$ cat config.mk
export PLATFORM = sky130hd
export DESIGN_NAME = serial_adder
export DESIGN_NICKNAME = d
export VERILOG_FILES = /design/src/rtl/serial_adder.sv
export SDC_FILE = /design/constraint.sdc
export NUM_CORES = 1
export LEC_CHECK = 0
export ABC_AREA = 1
export CORE_ASPECT_RATIO = 2
export CORE_MARGIN = 2
export CORE_UTILIZATION = 56
export CTS_CLUSTER_DIAMETER = 40
export DETAILED_ROUTE_END_ITERATION = 12
export HOLD_SLACK_MARGIN = 0.12
export PLACE_DENSITY_LB_ADDON = 0.1
export SETUP_SLACK_MARGIN = 0.3
export SYNTH_ARGS = -nofsm -noshare
export SYNTH_HDL_FRONTEND = slang
export SYNTH_SLANG_ARGS = --single-unit
$ cat constraint.sdc
create_clock -name clk -period 1.9 [get_ports clk]
set_input_delay 0.38 -clock clk [delete_from_list [all_inputs] [get_ports clk]]
set_output_delay 0.38 -clock clk [all_outputs]
set_load 0.01 [all_outputs]
$ cat src/rtl/serial_adder.sv
// Bit-serial adder: adds two WIDTH-bit operands plus carry-in, LSB first, one bit per clock.
// Start/busy/done handshake; sum and cout are updated only on the completion edge.
module serial_adder #(
  parameter int WIDTH = 8
) (
  input  logic             clk,
  input  logic             rst,
  input  logic             start,
  input  logic [WIDTH-1:0] a,
  input  logic [WIDTH-1:0] b,
  input  logic             cin,
  output logic             busy,
  output logic             done,
  output logic [WIDTH-1:0] sum,
  output logic             cout
);

  localparam int CW = (WIDTH > 2) ? $clog2(WIDTH) : 1;
  localparam logic [CW-1:0] LAST = CW'(WIDTH - 1);

  localparam logic [1:0] IDLE  = 2'd0;
  localparam logic [1:0] SHIFT = 2'd1;
  localparam logic [1:0] DONE  = 2'd2;

  logic [1:0]       state;
  logic [WIDTH-1:0] a_sr;
  logic [WIDTH-1:0] b_sr;
  logic [WIDTH-1:0] acc_sr;
  logic             carry;
  logic [CW-1:0]    count;

  logic             ha1_s;
  logic             ha1_c;
  logic             ha2_s;
  logic             ha2_c;
  logic             carry_next;
  logic [WIDTH-1:0] acc_next;

  // Full adder built from two half adders and an OR on the current LSBs.
  always_comb begin
    ha1_s      = a_sr[0] ^ b_sr[0];
    ha1_c      = a_sr[0] & b_sr[0];
    ha2_s      = ha1_s ^ carry;
    ha2_c      = ha1_s & carry;
    carry_next = ha1_c | ha2_c;
    acc_next   = {ha2_s, acc_sr[WIDTH-1:1]};
  end

  always_ff @(posedge clk or posedge rst) begin
    if (rst) begin
      state  <= IDLE;
      a_sr   <= '0;
      b_sr   <= '0;
      acc_sr <= '0;
      carry  <= 1'b0;
      count  <= '0;
      sum    <= '0;
      cout   <= 1'b0;
    end else begin
      case (state)
        IDLE, DONE: begin
          if (start) begin
            a_sr   <= a;
            b_sr   <= b;
            acc_sr <= '0;
            carry  <= cin;
            count  <= '0;
            state  <= SHIFT;
          end else begin
            state  <= IDLE;
          end
        end
        SHIFT: begin
          a_sr   <= {1'b0, a_sr[WIDTH-1:1]};
          b_sr   <= {1'b0, b_sr[WIDTH-1:1]};
          acc_sr <= acc_next;
          carry  <= carry_next;
          count  <= count + 1'b1;
          // Last bit: publish the full result, never a partial one.
          if (count == LAST) begin
            sum   <= acc_next;
            cout  <= carry_next;
            state <= DONE;
          end
        end
        default: state <= IDLE;
      endcase
    end
  end

  assign busy = (state == SHIFT);
  assign done = (state == DONE);

endmodule

==> results.yml <==
sta:
  final_hold_viol_count: 0
  max_slew_margin_pct: 67.8
  rsz0062_at_grt: "true"
  fmax_mhz: 630
  period_needed_ps: 1590
  period_share_pct: 83.6
  skew_ps: 5.44
  final.setup.tns_ps: 0
  worst-slew-pin-transition_ps: 483
  setup_viol: 0
  whs_ps: 479
  finalMaxSlewViolations: 0
layout:
  final-instance-count-excl-fill: 285
  antenna_cells: 0
  nNetsFinal: 276
  finish.utilization_pct: 70.8
  drive_gt1_share_pct: 11.0
  area_growth_pct: 21.0
critical_path:
  required_ps: 1520
  crit_path_start_kind: "flip-flop"
  cp_num_buf_inv: 2
  crit_slowest_cell: "dfrtp_1"
  worstSetupPathDepth: 3
  r2r_setup_slack_ps: 500
  path_max_fanout: 2
  endpoint: "busy"
  rr_worst_depth: 6
  cp_slowest_stage_delay_ps: 400
  crit_arrival_ps: 1210
  r2r_end: "sum[7]"
  worst-setup-path-type: "reg -> out"
  cp-end-kind: "output pin"
  crit_start: "state[1]"
  r2r-start: "count[0]"
  crit_family: "flip-flops"
  crit_chain: "buf_4 -> nor2_4 -> clkdlybuf4s15_1"
clock_network:
  cts_max_path_buffers: 2
  cts_root_buf: "clkbuf_8"
  cts.clk_slew.worst_paths_ps: 70
  h-tree-depth: 2
  cts_tree: "built"
  cts_buffers: 5
  cts_hold_buf: 0
  clock-sinks: 38
  clkLatencyLatePin_ps: 290
power:
  power_mw: 3.75
  power.density_nw_per_um2: 1660
  ir_drop_uv: 1270
  leakagePower_nw: 1.25
global_route:
  grt_usage_pct: 22.4
  overflow: 0
  grt_antenna_before_repair: 0
  grt_max_degree: 39
  grt_pass1_vias: 1466
  grt_pass1_wl_um: 6310
routing:
  avgViaCountPerCell: 5.11
  totalWireLength_um: 3550
  ant_nets: 0
  num_vias: 1456
  drt_pass1_iterations: 4
  wl_per_cell_um: 12.4
  drc: 0
  drt_iter0_drc: 28
logic_synthesis:
  synth-seq-cells: 38
  synth_edf_count: 0
  netlist_top_cells_count: "nand2_1 (71), inv_1 (40), dfrtp_1 (38)"
  yosys.cell_types.count: 20
  netlist_area_um2: 1870
  yosys.area.top_type: "dfrtp_1"
  async_flop_share_pct: 100
  yosys.area.top_type_share_pct: 50.9
  ys_seq_area_share_pct: 50.9
  yosys-top-cells-area: "dfrtp_1 (51%), nand2_1 (14%), inv_1 (8.0%), nand3_1 (8.0%), o21ai_2 (3.7%)"
  syn_nets: 243
  synthCells: 220
  postSynthAreaPerCell_um2: 8.50
  yosysMostFrequentCell: "nand2_1"
  synth_warnings: 0
  synthFlopType: "dfrtp_1"
placed_design:
  dp.cells: 276
  port_buffers: 30
  gp_congestion: 0.717
  dp.final_hpwl_um: 2450
die:
  die_height_um: 85.7
  start_util_pct: 58.5
  num_rows: 29
  die_area_um2: 3840
  core_area_um2: 3190
  ios: 31
  die_w_um: 44.9
run_status:
  status: "finished clean"
min_path:
  hold_path_class: "reg -> reg"
run:
  cap_violations: 0
## how the worst min path moves through the flow
stage	slack, ps	startpoint	cells after the start	to
after detailed placement	470	a_sr[3]	2	a_sr[3]
after global routing	510	a_sr[3]	2	a_sr[3]
after CTS	480	acc_sr[3]	2	acc_sr[2]
after floorplan	450	count[1]	2	count[1]
final	480	acc_sr[3]	2	acc_sr[2]
after global placement	460	count[1]	2	count[1]
## cells by family after synthesis
| group | after synthesis | synth area share [%] |
|---|---|---|
| AND/OR/NAND/NOR | 108 | 26.6 |
| buffers and inverters | 52 | 13.4 |
| AO/OA/AOI/OAI | 19 | 6.69 |
| flip-flops | 38 | 50.9 |
| adder cells (fa/ha/maj) | 3 | 2.41 |
## registers in the layout, indices dropped and copies added, names as in the netlist
name    cells
acc_sr      7
a_sr        8
cout        1
sum         8
state       2
b_sr        8
count       3
carry       1
## timing repair
action,in CTS,in global routing
hold endpoints to repair,0,0
setup endpoints to repair,2,4
gates resized for setup,2,4
buffers inserted,1,0
## area by class of cell
class / count / area, um^2
clock buffer: 7 / 86.3
clock inverter: 1 / 5.00
fill: 253 / 931
inverter: 43 / 169
multi-input combinational: 130 / 668
sequential: 38 / 951
tap: 31 / 38.8
timing repair buffer: 35 / 344
## power breakdown
group          switching [mW]  internal, mW  total (mW)  leakage (nW)
clock                   0.279         0.293       0.572        0.0482
combinational            1.05         0.730        1.78         0.734
sequential              0.208          1.19        1.40         0.472
total                    1.53          2.22        3.75          1.25
## placed cells by master (no fill, tap or decap), drive strengths merged
cell type / instances
nand3: 30
dlymetal6s2s: 3
a21oi: 1
clkdlybuf4s50: 25
clkdlybuf4s15: 1
inv: 43
ha: 2
nor2: 3
clkinv: 1
fa: 1
o21ai: 18
nand2: 75
buf: 5
dlygate4sd2: 1
dfrtp: 38
clkbuf: 7
## routing by layer
layer | up-vias | part of all wire [%] | GRT usage, %
li1 | 734 | - | -
met1 | 688 | 41 | 25.8
met2 | 27 | 54 | 37.8
met3 | 7 | 3.5 | 5.47
met4 | 0 | 1.7 | 9.89
met5 | - | 0 | 0
## tightest hold or removal path, stage by stage, from the launching register on
cell     delay, ps
dfrtp_1        340
nand2_1         50
o21ai_0         50
## metrics by stage
stage               area, um^2  setup slack [ps]
floorplan                 1870               659
global placement          2160               387
detailed placement        2160               392
CTS                       2250               290
global route              2260               288
finish                    2260               312
(Power assumes the default switching activity.)
